$ cat config.mk
export PLATFORM = sky130hd
export DESIGN_NAME = bin_to_bcd_serial
export DESIGN_NICKNAME = d
export VERILOG_FILES = /design/src/rtl/bcd_pkg.sv /design/src/rtl/bcd_digit_adjust.sv /design/src/rtl/bin_to_bcd_serial.sv
export SDC_FILE = /design/constraint.sdc
export NUM_CORES = 1
export LEC_CHECK = 0
export ABC_AREA = 1
export BUFFER_PORTS_ARGS = -buffer_cell sky130_fd_sc_hd__buf_2
export CAP_MARGIN = 15
export CORE_ASPECT_RATIO = 0.5
export CORE_MARGIN = 4
export CORE_UTILIZATION = 38
export CTS_CLUSTER_DIAMETER = 40
export CTS_CLUSTER_SIZE = 30
export DETAILED_ROUTE_END_ITERATION = 8
export HOLD_SLACK_MARGIN = 0.03
export PLACE_DENSITY = 0.6
export SLEW_MARGIN = 15
export SYNTH_ARGS = -nofsm -noshare
export SYNTH_HDL_FRONTEND = slang
export SYNTH_SLANG_ARGS = --single-unit
export TNS_END_PERCENT = 30
$ cat constraint.sdc
create_clock -name clk -period 1.34 [get_ports clk]
set_input_delay 0.268 -clock clk [delete_from_list [all_inputs] [get_ports clk]]
set_output_delay 0.268 -clock clk [all_outputs]
set_load 0.005 [all_outputs]
$ cat src/rtl/bcd_pkg.sv
// ----------------------------------------------------------------------------
// bcd_pkg
// Shared definitions for the serial binary-to-BCD converter:
//   DIGIT_W     - width of one BCD digit
//   state_t     - converter FSM states (IDLE, SHIFT, DONE)
//   min_digits  - smallest digit count able to hold 2^bin_w - 1 in decimal
// ----------------------------------------------------------------------------
package bcd_pkg;

  localparam int DIGIT_W = 4;

  typedef enum logic [1:0] {
    IDLE  = 2'd0,
    SHIFT = 2'd1,
    DONE  = 2'd2
  } state_t;

  // Counts the decimal digits of the largest BIN_W-bit operand.
  function automatic int min_digits(input int bin_w);
    longint unsigned max_v;
    int              n;
    max_v = (bin_w >= 64) ? '1 : ((64'd1 << bin_w) - 64'd1);
    n     = 1;
    max_v = max_v / 10;
    while (max_v != 0) begin
      n     = n + 1;
      max_v = max_v / 10;
    end
    return n;
  endfunction

endpackage

$ cat src/rtl/bcd_digit_adjust.sv
// ----------------------------------------------------------------------------
// bcd_digit_adjust
// Combinational add-3 correction for one BCD digit ahead of the left shift:
// a digit of 5..9 would become >= 10 after doubling, so 3 is added first.
// Ports:
//   d_in  - accumulator digit before the shift
//   d_out - corrected digit
// ----------------------------------------------------------------------------
module bcd_digit_adjust
  import bcd_pkg::*;
(
  input  logic [DIGIT_W-1:0] d_in,
  output logic [DIGIT_W-1:0] d_out
);

  always_comb begin
    d_out = d_in;
    if (d_in >= DIGIT_W'(5)) begin
      d_out = d_in + DIGIT_W'(3);
    end
  end

endmodule

$ cat src/rtl/bin_to_bcd_serial.sv
// ----------------------------------------------------------------------------
// bin_to_bcd_serial
// Sequential binary-to-BCD converter (shift-and-add-3, one bit per clock)
// with valid/ready handshakes on both sides.
// Ports:
//   clk, rst_n          - clock, asynchronous active-low reset
//   in_valid/in_ready   - operand handshake, bin_in is the unsigned operand
//   out_valid/out_ready - result handshake, bcd_out is packed BCD (digit 0 =
//                         bits [3:0])
//   busy                - high while converting or holding a result
//   lz_mask             - leading-zero mask, present only when the macro
//                         BIN2BCD_LZ_EN is defined
// ----------------------------------------------------------------------------
module bin_to_bcd_serial
  import bcd_pkg::*;
#(
  parameter int BIN_W  = 8,
  parameter int DIGITS = 3
) (
  input  logic                      clk,
  input  logic                      rst_n,
  input  logic                      in_valid,
  output logic                      in_ready,
  input  logic [BIN_W-1:0]          bin_in,
  output logic                      out_valid,
  input  logic                      out_ready,
  output logic [DIGIT_W*DIGITS-1:0] bcd_out,
  output logic                      busy
`ifdef BIN2BCD_LZ_EN
  ,
  output logic [DIGITS-1:0]         lz_mask
`endif
);

  localparam int ACC_W = DIGIT_W * DIGITS;
  localparam int CNT_W = $clog2(BIN_W + 1);

  if (DIGITS < min_digits(BIN_W)) begin : g_digits_check
    $error("bin_to_bcd_serial: DIGITS too small for BIN_W");
  end

  state_t             state_q, state_d;
  logic [BIN_W-1:0]   opnd_q, opnd_d;
  logic [ACC_W-1:0]   acc_q, acc_d;
  logic [CNT_W-1:0]   cnt_q, cnt_d;
  logic [ACC_W-1:0]   bcd_q, bcd_d;
  logic [ACC_W-1:0]   adj;
  logic [ACC_W-1:0]   acc_shift;

  for (genvar g = 0; g < DIGITS; g++) begin : g_adj
    bcd_digit_adjust u_adj (
      .d_in  (acc_q[g*DIGIT_W +: DIGIT_W]),
      .d_out (adj[g*DIGIT_W +: DIGIT_W])
    );
  end

  // Next operand bit enters the units LSB; the bit leaving the top digit is
  // always zero because DIGITS covers the full operand range.
  assign acc_shift = ACC_W'({adj, opnd_q[BIN_W-1]});

  always_comb begin
    state_d = state_q;
    opnd_d  = opnd_q;
    acc_d   = acc_q;
    cnt_d   = cnt_q;
    bcd_d   = bcd_q;
    case (state_q)
      IDLE: begin
        if (in_valid) begin
          opnd_d  = bin_in;
          acc_d   = '0;
          cnt_d   = CNT_W'(BIN_W);
          state_d = SHIFT;
        end
      end
      SHIFT: begin
        acc_d  = acc_shift;
        opnd_d = opnd_q << 1;
        cnt_d  = cnt_q - CNT_W'(1);
        if (cnt_q == CNT_W'(1)) begin
          bcd_d   = acc_shift;
          state_d = DONE;
        end
      end
      DONE: begin
        if (out_ready) begin
          state_d = IDLE;
        end
      end
      default: state_d = IDLE;
    endcase
  end

  always_ff @(posedge clk or negedge rst_n) begin
    if (!rst_n) begin
      state_q <= IDLE;
      opnd_q  <= '0;
      acc_q   <= '0;
      cnt_q   <= '0;
      bcd_q   <= '0;
    end else begin
      state_q <= state_d;
      opnd_q  <= opnd_d;
      acc_q   <= acc_d;
      cnt_q   <= cnt_d;
      bcd_q   <= bcd_d;
    end
  end

  assign in_ready  = (state_q == IDLE);
  assign out_valid = (state_q == DONE);
  assign busy      = (state_q != IDLE);
  assign bcd_out   = bcd_q;

`ifdef BIN2BCD_LZ_EN
  logic [DIGITS-1:0] lz_q, lz_d, lz_next;
  logic              hi_zero;

  // Bit i is set when digit i and every digit above it are zero; the units
  // digit is never blanked.
  always_comb begin
    lz_next = '0;
    hi_zero = 1'b1;
    for (int i = DIGITS - 1; i >= 1; i--) begin
      hi_zero    = hi_zero && (acc_shift[i*DIGIT_W +: DIGIT_W] == '0);
      lz_next[i] = hi_zero;
    end
  end

  always_comb begin
    lz_d = lz_q;
    if ((state_q == SHIFT) && (cnt_q == CNT_W'(1))) begin
      lz_d = lz_next;
    end
  end

  always_ff @(posedge clk or negedge rst_n) begin
    if (!rst_n) begin
      lz_q <= '0;
    end else begin
      lz_q <= lz_d;
    end
  end

  assign lz_mask = lz_q;
`endif

endmodule

**Word level (Yosys, flattened, before mapping)**

Index checks and enable logic that the tools add are counted.

- RAM bits: 0
- ROM bits: 0
- Memories kept: 0
- Latch bits: 0
- Flip-flop bits (word level): 38

- Bitwise operators: 0
- Reduce and logical (&&, ||, !) cells: 6
- Add/subtract/negate cells: 4
- Div/mod/pow operators: 0
- Shift operators: 0
- Magnitude comparators: 3
- Multipliers: 0
- Mux-type cells: 13
- Equality and inequality tests: 6

Operators by type and width:

| cell | number |
|---|---|
| $pmux W12 S2 | 1 |
| $pmux W8 S2 | 1 |
| $ge A4 B3 Y1 const B | 3 |
| $mux W12 | 1 |
| $mux W4 | 3 |
| $add A4 B2 Y4 const B | 2 |
| $mux W8 | 1 |
| $pmux W4 S2 | 1 |
| $mux W2 | 3 |
| $pmux W2 S3 | 1 |
| $eq A4 B1 Y1 const B | 1 |
| $ne A2 B2 Y1 const B | 2 |
| $reduce_and A2 Y1 | 2 |
| $reduce_bool A2 Y1 | 2 |
| $sub A4 B1 Y4 const B | 1 |
| $add A3 B2 Y3 const B | 1 |
| $mux W3 | 1 |
| $reduce_and A3 Y1 | 1 |
| $eq A2 B1 Y1 const B | 1 |
| $eq A2 B2 Y1 const B | 1 |
| $logic_not A2 Y1 | 1 |
| $ne A2 B1 Y1 const B | 1 |

**Depth between registers and ports, before layout**

Gate-level depths: netlist of the first run.

- Depth after elaboration: 3
- Depth in mapped cells: 8

**Cells and area by module**

From an unflattened synthesis of the first run, not the netlist that was laid out.

- Cells, all modules: 257
- Area, all modules: 2090.8 um2

Modules (own cells, without submodules):

| module | cells each | instances | area an instance (um2) |
|---|---|---|---|
| bin_to_bcd_serial | 188 | 1 | 1685.4 |
| bcd_digit_adjust | 23 | 3 | 135.1 |

**Worst setup path after synthesis of the first run**

OpenSTA, ideal clock, no wires.

- Path kind: flip-flop to flip-flop
- From: reg state_q[1]
- To: reg bcd_q[4], in the netlist bcd_out[4]
- Path slack: 0.152 ns
- Buffers on the path: 1
- Arrival time: 1.070 ns
- Clock period less this slack: 1.188 ns
- Library setup time: 0.118 ns
- Stages on the path, launching flop included: 8
- Cells stage by stage: dfrtp_1 -> inv_1 -> nand2_2 -> nor2_2 -> inv_2 -> buf_4 -> nand2_1 -> nand2_1

- Word-level cells in the longest chain between the ends: 2

RTL lines:

| what | RTL line | text |
|---|---|---|
| from (decl) | bin_to_bcd_serial.sv:42 | `state_t state_q, state_d;` |
| from (signal assigned) | bin_to_bcd_serial.sv:102 | `state_q <= state_d;` |
| $eq A2 B1 Y1 | bin_to_bcd_serial.sv:67 | `case (state_q)` |
| $reduce_and A2 Y1 (no source line) | n/a |  |
| to (signal assigned) | bin_to_bcd_serial.sv:100 | `bcd_q <= '0;` |
| to (signal assigned) | bin_to_bcd_serial.sv:106 | `bcd_q <= bcd_d;` |
| to (decl) | bin_to_bcd_serial.sv:46 | `logic [ACC_W-1:0] bcd_q, bcd_d;` |

Every way passes these cells.
A chain may end at the register's enable or synchronous reset.

**Worst setup path after layout of the first run**

- From: reg state_q[1]
- To: out busy

- Word-level cells in the longest chain between the ends: 1

RTL lines:

| what | RTL line | text |
|---|---|---|
| $reduce_bool A2 Y1 | bin_to_bcd_serial.sv:112 | `assign busy = (state_q != IDLE);` |
| to (decl) | bin_to_bcd_serial.sv:28 | `output logic busy` |

Every way passes these cells.

==> results of run 1 <==
## cell type report
cell class / instances / area [um2]
multi-input combinational: 161 / 823.3
fill: 469 / 2286
clock buffer: 7 / 76.32
tap: 66 / 82.58
timing repair buffer: 38 / 239.0
sequential: 38 / 953.4
inverter: 23 / 91.34
## worst reg2reg max path, cell delays in order, from the launching register on
cell and delay [ns]:
dfrtp_1 0.40, inv_1 0.07, ha_1 0.21, inv_1 0.07
nand2_1 0.10, nand3_2 0.09, nand2_1 0.07, nand3_1 0.08
nand2_1 0.06
## per-layer routing
| metal | global-route usage (%) | vias up | wire [um] |
|---|---|---|---|
| li1 | - | 809 | - |
| met1 | 18.54 | 746 | 1979 |
| met5 | 0 | - | 0 |
| met2 | 22.36 | 34 | 1903 |
| met4 | 4.736 | 0 | 27 |
| met3 | 4.068 | 5 | 195 |
## placed cells by master (no fill, tap or decap), types with 2 or more instances in the layout
cell	n
dfrtp_2	2
clkbuf_8	5
dfrtp_1	36
nor2_1	5
buf_4	9
ha_1	8
buf_2	26
inv_2	3
nand2_2	5
nand4_1	6
inv_4	2
clkbuf_1	2
inv_1	17
nand3_2	3
o21ai_0	11
nand3_1	25
nand2_1	85
o22ai_1	3
a21oi_1	2
nor2_4	3
## timing repair
item,CTS,global route
hold buffers,1,0
endpoints found under the hold margin,11,0
resized for setup,2,15
buffers inserted,0,3
endpoints found under the setup margin,2,25
pin swaps,0,1
## synthesized netlist by cell type
cell type	count
buf_6	1
inv_2	1
clkinv_1	1
nand2_4	1
inv_4	1
nor2_1	5
o21ai_0	11
nand2_1	88
a31oi_1	1
nand3_1	28
o22ai_1	3
nand2_2	2
o31ai_1	1
dfrtp_1	38
nand4_1	6
ha_1	8
o211ai_1	1
nor2_2	2
nor2_4	1
a21boi_0	1
inv_1	20
buf_4	3
a21oi_1	2
## stage by stage
stage / cells / setup slack (ns)
after floorplan: 226 / 0.1525
after global placement: 322 / 0.08236
after detailed placement: 322 / 0.02766
after CTS: 330 / 0.01132
after global routing: 333 / -0.01835
final: 333 / 0.04723
## sequential cells by signal (all words and copies together) (netlist names)
| signal | flops |
|---|---|
| cnt_q | 4 |
| acc_q | 12 |
| state_q | 2 |
| bcd_out | 12 |
| opnd_q | 8 |
## power by group through the flow
stage          registers, mW  logic (mW)  clock network, mW
2_1_floorplan           1.99        1.80                  0
5_1_grt                 2.14        3.06              0.817
6_report                2.06        2.66              0.741
3_5_place_dp            2.06        2.53                  0
3_3_place_gp            2.04        2.45                  0
4_1_cts                 2.05        2.55              0.763
## path summary, 6_finish.rpt
| kind | end | slack, ns | cells past startpoint |
|---|---|---|---|
| worst max register to register | acc_q[10]$_DFFE_PN0P_ | 0.08 | 8 |
| worst min register to register | bcd_out[11]$_DFFE_PN0P_ | 0.47 | 2 |
| min in group asynchronous | opnd_q[0]$_DFFE_PN0P_ | 0.41 | 2 |
| worst min-delay path | state_q[1]$_DFFE_PN0P_ | 0.15 | 2 |
| max in group asynchronous | bcd_out[1]$_DFFE_PN0P_ | 0.48 | 3 |
| worst max-delay path | busy | 0.05 | 3 |
## kinds of logic (layout without fill, tap and decap cells)
kind of cell	count (synthesis)	count (layout)
AND/OR/NAND/NOR	133	133
adder cells (fa/ha/maj)	8	8
flip-flops	38	38
buffers and inverters	27	68
AO/OA/AOI/OAI	20	20
==> impl_metrics.yaml, run 1 <==
outcome:
  outcome: "complete, no violations"
setup_path:
  slowest_stage: "dfrtp_2"
  path_cells: "nor2_4, inv_1, buf_2"
  crit_fanout: 3
  path_buf_inv: 2
  startpoint: "state_q[1]$_DFFE_PN0P_"
  path_delay_family: "flip-flops"
  required_ns: 1.07
  critPathMaxStageDelay_ns: 0.45
  r2r-start: "acc_q[8]$_DFFE_PN0P_"
  critPathLaunchType: "flop"
  critical_path_class: "flop to output pin"
  arrival_ns: 1.02
  cp-end-kind: "output pin"
grt:
  grt_pass1_wl_um: 6803
  antenna_found_initial: 0
  grt-ovfl-total: 0
  grt_pass1_vias: 1521
  grt_use_total_pct: 14.04
  grt_max_degree: 19
place:
  io_buffers: 26
  placed_cell_area_um2: 2112
  gp_congestion: 0.8394
  dp_hpwl_um: 2971
timing:
  skew_ns: 0.004797
  timing.setup.tns_ns: 0
  rsz0062_at_grt: "true"
  hold_slack_ns: 0.1495
  hold_viol_final: 0
  slew_headroom_pct: 78.21
  tightest_slew_ns: 0.3269
  timing.fmax_mhz: 773.5
  period_share_pct: 96.48
  min_period_ns: 1.293
  report.final.slew_viol_count: 0
  setup_violations: 0
floorplanning:
  initial_utilization_pct: 40.87
  core-area_um2: 4552
  io_pins: 27
  core.rowCount: 17
  dieArea_um2: 6148
  die_w_um: 107.0
  die_h_um: 57.48
synthesis:
  post_synth_num_cell_types: 23
  synth_top_family_by_area: "simple AND/OR/NAND/NOR gates"
  synthTopCellsByArea: "dfrtp_1 51%, nand2_1 18%, nand3_1 7.5%"
  syn_nets: 246
  synth.cell_area_um2: 1861
  synth-xor-area-share_pct: 0
  synth_mux_area_share_pct: 0
  yosysSeqAreaShare_pct: 51.11
  yosysWarnings: 0
  synth_compound_area_share_pct: 6.052
  synth-simple-area-share_pct: 30.87
  synth_top_area_share_pct: 51.11
  synthCells: 226
  yosysTopAreaCell: "dfrtp_1"
  syn_area_per_cell_um2: 8.232
  synth_fa_ha_area_share_pct: 5.380
  synth-seq-cells: 38
route:
  first_iter_violations: 60
  drtAntennaViolNets: 0
  via_per_inst: 4.787
  firstDrtPassIters: 5
  routedWlPerCell_um: 12.33
  totalWireLength_um: 4105
  drc: 0
  dr_total_vias: 1594
cts:
  cts_tree: "built"
  clkTransAtPathRegs_ns: 0.07
  cts_num_sinks: 38
  cts_root_buffer: "clkbuf_8"
  cts_max_path_buffers: 2
  clk_latency_ns: 0.28
  cts_buffers: 5
  htreeDepth: 2
finish:
  drive_above_1_share_pct: 23.22
  diodes: 0
  nets: 287
  area_delta_synth_final_pct: 21.79
  final_util_pct: 49.78
  fin_area_um2: 2266
power:
  power.density_nw_per_um2: 2411
  switching_power_mw: 2.368
  p_total_mw: 5.462
  p_comb_share_pct: 48.8
  p_clk_share_pct: 13.6
  p_leak_nw: 1.206
  swShare_pct: 43.35
  p_int_mw: 3.094
  vdd_drop_max_uv: 1011
  sequentialPowerShare_pct: 37.7
min_path:
  hp-class: "input pin to flop"
  min_from: "out_ready"
run:
  drv_cap: 0
(Power assumes the default switching activity.)
==> run 2, diff against run 1 <==
- CELL_PAD_IN_SITES_DETAIL_PLACEMENT: unset -> 0
- CELL_PAD_IN_SITES_GLOBAL_PLACEMENT: unset -> 2
- CORE_UTILIZATION: 38 -> 33
- PLACE_DENSITY: 0.6 -> 0.81
==> run 2 against run 1 <==
  * Register-to-register slack hardly changed
  * Count of clock-buffer cells in the layout stayed put
  * Non-clock buffer count is 2 higher
  * Global-route usage is 0.64 points lower
==> impl_metrics.yaml, run 2 (same netlist as run 1, synthesis figures left out) <==
setup_path:
  rrSetupSlack_ns: 0.07
  cp-end-kind: "output pin"
  r2r-start: "cnt_q[1]$_DFFE_PN0P_"
  reg2regPathDepth: 7
  startpoint: "state_q[0]$_DFFE_PN0P_"
  critical_path_class: "flop to output pin"
  crit_fanout: 5
  critPathLaunchType: "flop"
  required_ns: 1.07
  arrival_ns: 1.03
  r2r-end: "bcd_out[4]$_DFFE_PN0P_"
timing:
  timing.fmax_mhz: 772.6
  slew_headroom_pct: 78.70
  setup_violations: 0
  rsz0062_at_grt: "true"
  period_share_pct: 96.60
  min_period_ns: 1.294
  timing.setup.tns_ns: 0
  skew_ns: 0.002481
  fin_ws_ns: 0.04558
  hold_viol_final: 0
  tightest_slew_ns: 0.3161
  report.final.slew_viol_count: 0
floorplanning:
  initial_utilization_pct: 35.92
  dieArea_um2: 6976
  die_h_um: 61.10
  io_pins: 27
  die_w_um: 114.2
  core-area_um2: 5180
  core.rowCount: 18
finish:
  final_common_cell: "nand2_1"
  final_util_pct: 45.89
  final_cell_mix: "85 x nand2_1, 36 x dfrtp_1, 26 x buf_2"
  diodes: 0
  stdcell_count: 340
  area_delta_synth_final_pct: 27.77
  nets: 289
  drive_above_1_share_pct: 24.81
route:
  routedWlPerCell_um: 12.73
  firstDrtPassIters: 4
  drtAntennaViolNets: 0
  totalWireLength_um: 4329
  first_iter_violations: 32
  dr_total_vias: 1585
  drc: 0
  via_per_inst: 4.662
cts:
  clkTransAtPathRegs_ns: 0.06
  cts_tree: "built"
  cts_num_sinks: 38
  cts_buffers: 5
  cts_root_buffer: "clkbuf_16"
  htreeDepth: 2
  clk_latency_ns: 0.27
  cts_max_path_buffers: 2
grt:
  grt_use_total_pct: 13.41
  antenna_found_initial: 0
  grt-ovfl-total: 0
  grt_pass1_wl_um: 7245
  grt_pass1_vias: 1513
  grt_max_degree: 39
power:
  p_leak_nw: 1.251
  vdd_drop_max_uv: 940.4
  power.density_nw_per_um2: 2531
  p_total_mw: 6.018
outcome:
  outcome: "complete, no violations"
place:
  io_buffers: 26
  dp_slack_ns: 0.02981
  dpl.cell_count: 327
  gp_congestion: 0.7851
  dp_hpwl_um: 3000
min_path:
  min_from: "out_ready"
  hp-class: "input pin to flop"
  hold_depth: 2
  min_to: "state_q[1]$_DFFE_PN0P_"
run:
  drv_cap: 0
run 2: changes by cell type in the layout (fill, tap and decap cells not counted), moves of 2 or more:
cell       delta
clkbuf_16     +5
clkbuf_8      -4
o21ai_0       -2
o21ai_1       +2
run 2: how the worst max path moves through the flow:
stage                                         to  cells after the start
after floorplan           bcd_out[4]$_DFFE_PN0P_                      7
after global placement      acc_q[7]$_DFFE_PN0P_                      7
after detailed placement    acc_q[7]$_DFFE_PN0P_                      7
after CTS                                   busy                      3
after global routing        acc_q[9]$_DFFE_PN0P_                      8
final                                       busy                      3
run 2: final cells by class:
type,instances,area (um2)
inverter,23,93.84
clock buffer,7,142.6
multi-input combinational,161,837.1
timing repair buffer,40,257.7
tap,70,87.58
sequential,38,953.4
fill,523,2803
clock inverter,1,5.005
run 2: per-layer routing:
metal | vias to the layer above | wire [um] | share of wire, % | GRT usage, %
li1 | 816 | - | - | -
met1 | 748 | 2211 | 51 | 17.94
met2 | 19 | 1933 | 45 | 21.88
met3 | 2 | 162 | 3.7 | 3.827
met4 | 0 | 22 | 0.51 | 3.553
met5 | - | 0 | 0 | 0
run 2: what timing repair did:
action / CTS / global route
buffers inserted: 0 / 3
endpoints found under the setup margin: 0 / 26
gates resized for setup: 0 / 25
hold buffers: 1 / 0
hold endpoints to repair: 38 / 0
run 2: power breakdown:
part / internal [mW] / switching (mW)
clock: 0.738 / 0.442
combinational: 1.12 / 1.66
sequential: 1.68 / 0.381
run 2: worst max-delay path: stages (launching register included):
cell and delay (ns):
dfrtp_2 0.45, nor2_4 0.14, inv_1 0.04, buf_2 0.12
run 2: metrics by stage:
stage	area, um2	hold WS, ns
finish	2377	0.1626
global route	2377	0.1767
CTS	2282	0.1647
detailed placement	2125	0.2561
global placement	2125	0.2533
floorplan	1861	-0.02759
==> run 3, diff against run 2 <==
- ABC_AREA: 1 -> 0
- CORE_UTILIZATION: 33 -> 36
==> run 3 against run 2 <==
  * The flow now finishes with violations (negative setup slack)
  * Power rose by 7.8%
  * Synthesized area rose by 4.4%
  * First-iteration DRC count down 3.1%
  * Non-clock buffer count is 20 higher
  * Cell count is 7.4% lower
  * Utilization is 6.1 points higher
  * Synthesized cell count is 19% lower
  * Final area rose by 11%
  * Sequential share of layout area down 4.0 points
==> impl_metrics.yaml, run 3 <==
setup_path:
  crit_fanout: 9
  cp-end-kind: "output pin"
  critPathLaunchType: "flop"
  path_cells: "or2_4, inv_2, buf_2"
  path_delay_family: "flip-flops"
  slowest_stage: "dfrtp_2"
  required_ns: 1.07
  critical_path_class: "flop to output pin"
  critPathMaxStageDelay_ns: 0.50
  path_buf_inv: 2
  arrival_ns: 1.22
synthesis:
  synth_edf_count: 0
  synth.cell_area_um2: 1942
  synth-main-ff-cell: "dfrtp_1"
  synth.most_common_cell: "dfrtp_1"
  yosysWarnings: 0
  synthCells: 184
  post_synth_num_cell_types: 29
  synth_top_area_share_pct: 48.97
  syn_area_per_cell_um2: 10.55
  synth-seq-cells: 38
  synth.cells.most_frequent: "38 x dfrtp_1, 20 x o21ai_0, 15 x a21oi_1, 15 x nand2_1"
  synthTopCellsByArea: "dfrtp_1 49%, ha_1 5.2%, o21ai_0 5.2%"
  syn_nets: 204
  yosysSeqAreaShare_pct: 48.97
  yosysTopAreaCell: "dfrtp_1"
  synthArstFlopShare_pct: 100.0
route:
  dr_total_vias: 1548
  firstDrtPassIters: 4
  via_per_inst: 4.914
  first_iter_violations: 31
  totalWireLength_um: 4531
  drtAntennaViolNets: 0
  drc: 0
  routedWlPerCell_um: 14.38
cts:
  cts_root_buffer: "clkbuf_8"
  clkTransAtPathRegs_ns: 0.08
  cts_buffers: 5
  htreeDepth: 2
  clk_latency_ns: 0.29
  cts_num_sinks: 38
  cts_max_path_buffers: 2
  cts_tree: "built"
grt:
  antenna_found_initial: 0
  grt_pass1_wl_um: 7638
  grt_busiest_layer: "met2"
  grtUsageMet2_pct: 25.04
  grt_max_degree: 26
  use_met3_pct: 3.438
  grt-ovfl-total: 0
  grt_use_total_pct: 14.49
  met1_usage_pct: 18.53
  grt_pass1_vias: 1587
timing:
  skew_ns: 0.004200
  period_share_pct: 111.1
  setup_violations: 22
  report.final.slew_viol_count: 0
  hold_slack_ns: 0.1624
  fin_ws_ns: -0.1486
  tightest_slew_ns: 0.3695
  hold_viol_final: 0
  timing.fmax_mhz: 671.8
  min_period_ns: 1.489
  slew_headroom_pct: 75.26
  rsz0062_at_grt: "true"
floorplanning:
  die_h_um: 59.94
  initial_utilization_pct: 38.32
  die_w_um: 111.9
  core.rowCount: 18
  core-area_um2: 5067
  dieArea_um2: 6705
  io_pins: 27
finish:
  nets: 264
  diodes: 0
  final_cell_mix: "37 x dfrtp_1, 27 x buf_4, 25 x buf_2"
  num-fill-cells: 483
  area_delta_synth_final_pct: 35.70
  seqCellArea_um2: 952.2
  multiInputGateArea_um2: 1011
  drive_above_1_share_pct: 40.82
  final_common_cell: "dfrtp_1"
power:
  p_total_mw: 6.487
  vdd_drop_max_uv: 817.4
  p_leak_nw: 1.250
  power.density_nw_per_um2: 2462
outcome:
  violations: "negative setup slack"
  outcome: "finished with violations"
place:
  gp_congestion: 0.7701
  io_buffers: 26
  dp_hpwl_um: 2979
min_path:
  hp-class: "input pin to flop"
run:
  drv_cap: 0
run 3: worst paths after layout:
check	startpoint	end	slack, ns	cells past startpoint
worst max-delay path	state_q[1]$_DFFE_PN0P_	in_ready	-0.15	3
worst min-delay path	out_ready	state_q[1]$_DFFE_PN0P_	0.16	2
worst max register to register	cnt_q[1]$_DFFE_PN0P_	bcd_out[2]$_DFFE_PN0P_	-0.14	6
worst min register to register	bcd_out[7]$_DFFE_PN0P_	bcd_out[7]$_DFFE_PN0P_	0.48	2
max in group asynchronous	rst_n	state_q[1]$_DFFE_PN0P_	0.45	3
min in group asynchronous	rst_n	opnd_q[2]$_DFFE_PN0P_	0.42	2
run 3: cell families after synthesis:
group	after synthesis	share of synthesized area, %
multiplexers	10	6.766
XOR/XNOR	3	1.353
AO/OA/AOI/OAI	59	18.36
AND/OR/NAND/NOR	48	14.82
flip-flops	38	48.97
adder cells (fa/ha/maj)	8	5.155
buffers and inverters	18	4.574
run 3: repair_timing:
action | in CTS | in global routing
setup buffers | 4 | 1
pin swaps | 2 | 6
gates cloned | 1 | 0
gates resized for setup | 10 | 13
hold buffers | 1 | 0
setup endpoints to repair | 32 | 39
endpoints found under the hold margin | 13 | 0
run 3: power breakdown:
part	switching, mW	internal (mW)	leakage, nW
registers	0.425	1.66	0.481
clock network	0.434	0.414	0.0472
logic	1.63	1.93	0.722
run 3: area by class of cell:
class	instances	area share (%)
well taps	70	3.324
multi-input cells	129	38.37
repair buffers	60	17.14
clock buffers	6	3.134
inverters	10	1.424
flip-flops and latches	38	36.13
clock inverters	2	0.4748
run 3: layer usage:
metal  up-vias  share of wire [%]  wire [um]
li1        769                  -          -
met1       752                 51       2310
met2        23                 45       2048
met3         4                2.9        132
met4         0               0.84         38
met5         -                  0          0
run 3: through the flow:
step	util (%)	cells	setup WS, ns	cell area (um2)	setup TNS (ns)
final	52.00	315	-0.1486	2635	-1.959
after global routing	52.00	315	-0.2021	2635	-4.522
after CTS	50.54	314	-0.1514	2561	-2.286
after detailed placement	46.84	300	-0.1479	2374	-2.348
after global placement	46.84	300	-0.1116	2374	-1.668
after floorplan	-	184	-0.05393	1959	-0.2992
